## src/rtl/traffic_light_ctrl_pkg.sv

```systemverilog
// Shared types and constants for the intersection controller.
package traffic_pkg;

    // Controller phases.
    typedef enum logic [2:0] {
        ST_ALL_RED = 3'd0,
        ST_GREEN   = 3'd1,
        ST_YELLOW  = 3'd2,
        ST_WALK    = 3'd3,
        ST_FLASH   = 3'd4
    } tl_state_t;

    // Per-approach lamp encodings, {red, yellow, green}.
    localparam logic [2:0] LIGHT_RED    = 3'b100;
    localparam logic [2:0] LIGHT_YELLOW = 3'b010;
    localparam logic [2:0] LIGHT_GREEN  = 3'b001;
    localparam logic [2:0] LIGHT_OFF    = 3'b000;

    // Larger of two integers; used to size the phase timer.
    function automatic int max_int(input int a, input int b);
        return (a > b) ? a : b;
    endfunction

endpackage

```

## src/rtl/traffic_light_ctrl_phase_timer.sv

```systemverilog
// Loadable down-counter that times each controller phase.
// done is high while the count is zero; the count parks at zero.
module phase_timer #(
    parameter int W         = 4,
    parameter int RESET_VAL = 0
) (
    input  logic         clk,
    input  logic         rst_n,
    input  logic         load,
    input  logic [W-1:0] load_val,
    input  logic         en,
    output logic         done
);

    logic [W-1:0] count_q;
    logic [W-1:0] count_d;

    // Next count: a load wins, otherwise count down while enabled.
    always_comb begin
        count_d = count_q;
        if (load) begin
            count_d = load_val;
        end else if (en && (count_q != '0)) begin
            count_d = count_q - 1'b1;
        end
    end

    // Count register with synchronous active-low reset.
    always_ff @(posedge clk) begin
        if (!rst_n) begin
            count_q <= W'(RESET_VAL);
        end else begin
            count_q <= count_d;
        end
    end

    assign done = (count_q == '0);

endmodule

```

## src/rtl/traffic_light_ctrl.sv

```systemverilog
// Multi-approach intersection controller: green/yellow/all-red sequencing,
// latched pedestrian walk phase, flashing-yellow maintenance mode and a
// global freeze enable. All outputs decode registered state only.
module traffic_light_ctrl
    import traffic_pkg::*;
#(
    parameter int NUM_DIR        = 2,
    parameter int GREEN_CYCLES   = 8,
    parameter int YELLOW_CYCLES  = 3,
    parameter int ALL_RED_CYCLES = 2,
    parameter int WALK_CYCLES    = 6,
    parameter int FLASH_CYCLES   = 4
) (
    input  logic                 clk,
    input  logic                 rst_n,
    input  logic                 en,
    input  logic                 flash_mode,
    input  logic                 ped_req,
    output logic [3*NUM_DIR-1:0] lights,
    output logic                 ped_walk,
    output logic [1:0]           cur_dir,
    output logic                 in_flash
);

    localparam int MAX_DUR = max_int(max_int(max_int(GREEN_CYCLES, YELLOW_CYCLES),
                                             max_int(ALL_RED_CYCLES, WALK_CYCLES)),
                                     FLASH_CYCLES);
    localparam int TIMER_W = $clog2(MAX_DUR) + 1;

    localparam logic [TIMER_W-1:0] GREEN_LD   = TIMER_W'(GREEN_CYCLES - 1);
    localparam logic [TIMER_W-1:0] YELLOW_LD  = TIMER_W'(YELLOW_CYCLES - 1);
    localparam logic [TIMER_W-1:0] ALL_RED_LD = TIMER_W'(ALL_RED_CYCLES - 1);
    localparam logic [TIMER_W-1:0] WALK_LD    = TIMER_W'(WALK_CYCLES - 1);
    localparam logic [TIMER_W-1:0] FLASH_LD   = TIMER_W'(FLASH_CYCLES - 1);
    localparam logic [1:0]         LAST_DIR   = 2'(NUM_DIR - 1);

    // Reject illegal configurations at elaboration.
    if (NUM_DIR < 2 || NUM_DIR > 4) begin : g_bad_num_dir
        $error("traffic_light_ctrl: NUM_DIR must be in 2..4");
    end
    if (GREEN_CYCLES < 1 || YELLOW_CYCLES < 1 || ALL_RED_CYCLES < 1 ||
        WALK_CYCLES < 1 || FLASH_CYCLES < 1) begin : g_bad_duration
        $error("traffic_light_ctrl: every duration must be at least 1");
    end

    tl_state_t          state_q, state_d;
    logic [1:0]         cur_dir_q, cur_dir_d;
    logic               ped_pending_q, ped_pending_d;
    logic               walked_q, walked_d;
    logic               toggle_q, toggle_d;
    logic               timer_load;
    logic [TIMER_W-1:0] timer_load_val;
    logic               timer_done;

    phase_timer #(
        .W         (TIMER_W),
        .RESET_VAL (ALL_RED_CYCLES - 1)
    ) u_timer (
        .clk      (clk),
        .rst_n    (rst_n),
        .load     (timer_load),
        .load_val (timer_load_val),
        .en       (en),
        .done     (timer_done)
    );

    // Next-state logic: a phase ends when its timer is at zero in an enabled cycle.
    always_comb begin
        state_d        = state_q;
        cur_dir_d      = cur_dir_q;
        walked_d       = walked_q;
        toggle_d       = toggle_q;
        timer_load     = 1'b0;
        timer_load_val = '0;
        // Requests are latched outside WALK; the walk itself absorbs them.
        ped_pending_d  = ped_pending_q | (ped_req && (state_q != ST_WALK));

        if (en && timer_done) begin
            timer_load = 1'b1;
            unique case (state_q)
                ST_GREEN: begin
                    state_d        = ST_YELLOW;
                    timer_load_val = YELLOW_LD;
                end
                ST_YELLOW: begin
                    state_d        = ST_ALL_RED;
                    timer_load_val = ALL_RED_LD;
                end
                ST_ALL_RED: begin
                    if (flash_mode) begin
                        state_d        = ST_FLASH;
                        toggle_d       = 1'b0;
                        timer_load_val = FLASH_LD;
                    end else if (ped_pending_q && !walked_q) begin
                        state_d        = ST_WALK;
                        ped_pending_d  = 1'b0;
                        timer_load_val = WALK_LD;
                    end else begin
                        state_d        = ST_GREEN;
                        cur_dir_d      = (cur_dir_q == LAST_DIR) ? 2'd0 : cur_dir_q + 2'd1;
                        walked_d       = 1'b0;
                        timer_load_val = GREEN_LD;
                    end
                end
                ST_WALK: begin
                    state_d        = ST_ALL_RED;
                    walked_d       = 1'b1;
                    timer_load_val = ALL_RED_LD;
                end
                ST_FLASH: begin
                    if (!flash_mode) begin
                        // Leave so that the next green goes to approach 0.
                        state_d        = ST_ALL_RED;
                        cur_dir_d      = LAST_DIR;
                        timer_load_val = ALL_RED_LD;
                    end else begin
                        toggle_d       = ~toggle_q;
                        timer_load_val = FLASH_LD;
                    end
                end
                default: begin
                    state_d        = ST_ALL_RED;
                    timer_load_val = ALL_RED_LD;
                end
            endcase
        end
    end

    // State and flag registers with synchronous active-low reset.
    always_ff @(posedge clk) begin
        if (!rst_n) begin
            state_q       <= ST_ALL_RED;
            cur_dir_q     <= LAST_DIR;
            ped_pending_q <= 1'b0;
            walked_q      <= 1'b0;
            toggle_q      <= 1'b0;
        end else begin
            state_q       <= state_d;
            cur_dir_q     <= cur_dir_d;
            ped_pending_q <= ped_pending_d;
            walked_q      <= walked_d;
            toggle_q      <= toggle_d;
        end
    end

    // Per-approach lamp decode from registered state.
    for (genvar gi = 0; gi < NUM_DIR; gi++) begin : g_lamp
        logic [2:0] lamp;

        // Served approach shows green/yellow, others red; flash blinks all.
        always_comb begin
            lamp = LIGHT_RED;
            case (state_q)
                ST_GREEN:  if (cur_dir_q == 2'(gi)) lamp = LIGHT_GREEN;
                ST_YELLOW: if (cur_dir_q == 2'(gi)) lamp = LIGHT_YELLOW;
                ST_FLASH:  lamp = toggle_q ? LIGHT_OFF : LIGHT_YELLOW;
                default:   lamp = LIGHT_RED;
            endcase
        end

        assign lights[3*gi +: 3] = lamp;
    end

    assign ped_walk = (state_q == ST_WALK);
    assign in_flash = (state_q == ST_FLASH);
    assign cur_dir  = cur_dir_q;

endmodule

```

## config.mk

```make
export PLATFORM = sky130hd
export DESIGN_NAME = traffic_light_ctrl
export DESIGN_NICKNAME = d
export VERILOG_FILES = /design/src/rtl/traffic_light_ctrl_pkg.sv /design/src/rtl/traffic_light_ctrl_phase_timer.sv /design/src/rtl/traffic_light_ctrl.sv
export SDC_FILE = /design/constraint.sdc
export NUM_CORES = 1
export LEC_CHECK = 0
export CORE_MARGIN = 2
export CORE_UTILIZATION = 46
export CTS_BUF_LIST = sky130_fd_sc_hd__clkbuf_2
export DETAILED_ROUTE_END_ITERATION = 8
export PLACE_DENSITY = 0.72
export SETUP_SLACK_MARGIN = 0.5
export SYNTH_ARGS = -nofsm -noshare
export SYNTH_HDL_FRONTEND = slang
export SYNTH_SLANG_ARGS = --single-unit
```

## constraint.sdc

```tcl
create_clock -name clk -period 1.4 [get_ports clk]
set_input_delay 0.28 -clock clk [delete_from_list [all_inputs] [get_ports clk]]
set_output_delay 0.28 -clock clk [all_outputs]
set_load 0.02 [all_outputs]
```

==> results of run 1 <==
-- through the flow --
step / setup WS (ns) / cell area, um2 / TNS [ns]
2_1_floorplan: 0.09344 / 887.1 / 0
4_1_cts: -0.1700 / 1419 / -1.200
3_5_place_dp: -0.3451 / 1174 / -4.385
3_3_place_gp: -0.3043 / 1174 / -4.039
-- cell usage after synthesis, types with 3 or more instances --
library cell,instances
o21ai_0,6
nor3_1,4
inv_1,3
nor2b_1,6
dfxtp_1,12
a21oi_1,11
nor2_1,8
or3_1,3
nor3b_1,3
nand2_1,8
nand2b_1,5
clkbuf_1,3
-- cells by family after synthesis --
group           synth area share [%]
simple gates                   36.07
compound gates                 20.18
flops                          34.29
buf+inv                        4.463
fa+ha+maj                      3.571
mux                            1.429
-- what timing repair did --
action / 4_1_cts
setup buffers: 11
resized for setup: 91
pin swaps: 13
gates cloned: 1
setup endpoints to repair: 22
==> results.py, run 1 <==
metrics = {
    "clock_tree": {
        "hold_buffers": 0,
        "htreeDepth": 1,
        "cts-root-buf": "clkbuf_2",
        "clock_sinks": 12,
        "cts_buffers": 3,
        "clockBufferDepth": 2,
    },
    "die": {
        "start_util_pct": 47.62,
        "rows": 14,
        "pin_count": 15,
        "fp.dieW_um": 43.03,
        "dieHeight_um": 43.03,
    },
    "synthesis": {
        "synth_edf_count": 0,
        "synth_cell_types": 28,
        "synth_seq_cells": 12,
        "synth_top_area_share_pct": 34.29,
        "syn-cell-area_um2": 700.7,
        "synthFlopType": "dfxtp_1",
        "ys_seq_area_share_pct": 34.29,
        "yosysTopAreaCell": "dfxtp_1",
        "synth_nets": 99,
        "ys_warn_count": 0,
        "async_flop_share_pct": 0,
        "syn_inst": 92,
        "synthTopCellsByArea": "dfxtp_1, a21oi_1, nor2b_1, nand2b_1, o21ai_0",
        "syn_avg_cell_area_um2": 7.616,
    },
    "placement": {
        "dp_hpwl_um": 1514,
        "place_congestion": 0.8438,
        "port_buffers": 14,
        "place_inst": 141,
    },
    "global_routing": {
        "grt_max_degree": 10,
    },
    "timing": {
        "grt-worst-endpoint": "lights[4]",
        "endpoint_type": "top-level output",
    },
    "outcome": {
        "status": "aborted with a tool error",
        "haltStage": "global routing",
        "firstError": "[ERROR DPL-0038] Utilization greater than 100%, impossible to legalize",
    },
}
==> inputs of run 2 (changes only) <==
CORE_AREA = 2 2 63 65   (was not set)
CORE_MARGIN = not set   (was 2)
CORE_UTILIZATION = not set   (was 46)
CTS_BUF_LIST = not set   (was sky130_fd_sc_hd__clkbuf_2)
DIE_AREA = 0 0 65 67   (was not set)
PLACE_DENSITY = not set   (was 0.72)
PLACE_DENSITY_LB_ADDON = 0.15   (was not set)
SETUP_SLACK_MARGIN = not set   (was 0.5)
clock period = 1.8 ns   (was 1.4 ns; I/O delays follow)
==> results.py, run 2 <==
metrics = {
    "outcome": {
        "status": "completed",
    },
    "clock_tree": {
        "cts-root-buf": "clkbuf_8",
        "htreeDepth": 1,
        "clock_sinks": 12,
        "cts_buffers": 3,
        "clk_pin_slew_ns": 0.06,
        "clk_latency_ns": 0.25,
        "cts_tree": "done",
        "clockBufferDepth": 2,
    },
    "route": {
        "drt_iter0_drc": 21,
        "drc_errors": 0,
        "wire_per_inst_um": 11.24,
        "ant_nets": 0,
        "routed_wl_um": 1889,
        "avgViaCountPerCell": 4.351,
        "vias": 731,
        "first_pass_iters": 4,
    },
    "finish": {
        "layout.nets": 128,
        "area_delta_synth_final_pct": 50.71,
        "final_cell_area_um2": 1056,
        "final_common_cell": "buf_4",
        "most-common-layout-cells": "buf_4, a21oi_1, dfxtp_1",
        "largest_reg_flops": 4,
        "diodes": 0,
        "top_register": "u_timer.count_q",
        "drive_gt1_share_pct": 22.50,
        "final_util_pct": 29.29,
    },
    "timing": {
        "setup_viol": 0,
        "worst_pin_slew_ns": 0.2821,
        "hold_viol": 0,
        "rsz0062_at_grt": "true",
        "slew_viol_final": 0,
        "finalClockSkew_ns": 0.004240,
        "max_slew_margin_pct": 81.02,
        "max_freq_mhz": 575.5,
        "final.period_utilization_pct": 96.54,
        "period_minus_slack_ns": 1.738,
    },
    "die": {
        "start_util_pct": 19.43,
        "die_area_um2": 4355,
        "dieHeight_um": 67,
        "coreArea_um2": 3606,
        "rows": 22,
        "fp.dieW_um": 65,
        "pin_count": 15,
    },
    "pwr": {
        "share_comb_of_total_power_pct": 17.1,
        "p_int_uw": 532.2,
        "cellLeakagePower_uw": 0.0004446,
        "switchingPower_uw": 185.6,
        "sequentialPowerShare_pct": 40.4,
        "power-per-cell-area_nw_per_um2": 679.8,
        "peakVddDrop_v": 0.0001530,
        "p_sw_share_pct": 25.86,
        "p_clk_share_pct": 42.5,
    },
    "synthesis": {
        "yosysTopAreaCell": "dfxtp_1",
        "async_flop_share_pct": 0,
        "synthTopCellsByCount": "dfxtp_1, a21oi_1, nand2_1, nor2_1",
        "synth_top_area_share_pct": 34.29,
        "ys_seq_area_share_pct": 34.29,
        "synth_most_common_cell": "dfxtp_1",
        "synthTopCellsByArea": "dfxtp_1, a21oi_1, nor2b_1, nand2b_1, o21ai_0",
        "ys_warn_count": 0,
        "syn-cell-area_um2": 700.7,
        "syn_avg_cell_area_um2": 7.616,
        "synth_nets": 99,
        "synth_edf_count": 0,
        "synth_cell_types": 28,
        "syn_inst": 92,
        "synthFlopType": "dfxtp_1",
        "synth_seq_cells": 12,
    },
    "global_routing": {
        "grt_pass1_vias": 694,
        "grt_max_degree": 10,
        "grt.total_usage_pct": 9.672,
        "grt_overflow": 0,
        "antenna_found_initial": 0,
        "grt_first_pass_wirelength_um": 3063,
    },
    "hold_path": {
        "timing.hold.worst_path_depth": 2,
        "hp-class": "flip-flop to flip-flop",
        "holdPathEnd": "walked_q",
        "min-delay-start": "walked_q",
    },
    "setup_path": {
        "worstPathMaxFanout": 3,
        "critPathKind": "flip-flop to primary output",
        "reg2reg_slack_ns": 0.25,
        "r2r_cells": 5,
        "cp-start-kind": "flip-flop",
        "cp.required_ns": 1.44,
        "setup.worst_path.end_class": "primary output",
        "cp.arrival_ns": 1.38,
        "r2r_end": "walked_q",
        "worst_r2r_startpoint": "state_q[1]",
    },
    "placement": {
        "port_buffers": 14,
        "dpl_cell_area_um2": 989.7,
        "dp_hpwl_um": 1465,
        "place_congestion": 0.7953,
    },
    "job": {
        "maxCapViolations": 0,
    },
}
==> run 2: timing repair <==
| action | 4_1_cts | 5_1_grt |
|---|---|---|
| endpoints found under the setup margin | 8 | 3 |
| cloned | 0 | 0 |
| resized for setup | 14 | 6 |
| buffers inserted | 0 | 0 |
| endpoints found under the hold margin | 0 | 0 |
| hold buffers | 0 | 0 |
==> run 2: stage by stage <==
step,total power [uW],instances,TNS [ns],hold slack [ns],setup slack [ns]
CTS,723.7,168,0,0.4713,0.009423
global placement,420.0,164,-0.2566,0.4496,-0.07358
global route,759.1,168,-0.008582,0.5222,-0.008351
floorplan,363.5,92,0,0.4308,0.1583
finish,717.8,168,0,0.4796,0.06224
detailed placement,420.2,164,-0.2164,0.4619,-0.08503
==> run 2: cell type report <==
cell class / instances / area, um2
multi-input combinational: 72 / 449.2
fill: 394 / 2550
tap: 48 / 60.06
inverter: 4 / 15.01
clock buffer: 4 / 55.05
timing repair buffer: 28 / 234.0
sequential: 12 / 242.7
==> run 2: cells by family after synthesis <==
logic type	count (synthesis)	synth area share, %
and+or+nand+nor	45	36.07
muxes	1	1.429
DFF	12	34.29
buffers and inverters	8	4.463
adders and majority gates	2	3.571
AOI/OAI and AO/OA	24	20.18
==> run 2: worst max path at each step <==
stage	from	end	slack, ns
global placement	state_q[2]	lights[4]	-0.07
floorplan	cur_dir[0]	lights[3]	0.16
CTS	state_q[2]	lights[1]	0.009
global route	cur_dir[1]	lights[2]	-0.008
finish	cur_dir[1]	cur_dir[1]	0.06
detailed placement	state_q[2]	lights[1]	-0.09
==> run 2: per-layer routing <==
metal / up-vias / GRT usage [%] / part of all wire [%]
li1: 379 / - / -
met5: - / 0 / 0
met3: 5 / 2.196 / 4.5
met1: 328 / 11.36 / 50
met4: 0 / 8.777 / 3.4
met2: 19 / 14.56 / 43
==> run 2: critical path, cell delays in order (launching register included) <==
cell and delay [ns]:
dfxtp_1 0.39, buf_4 0.15, clkdlybuf4s50_1 0.59
==> run 2: power by group through the flow <==
| stage | combinational (uW) | clock, uW | sequential, uW |
|---|---|---|---|
| floorplan | 71.6 | 0 | 292 |
| global placement | 125 | 0 | 295 |
| detailed placement | 126 | 0 | 295 |
| CTS | 122 | 312 | 289 |
| global route | 137 | 330 | 292 |
| finish | 123 | 305 | 290 |
Power figures use the tool's default switching activity.
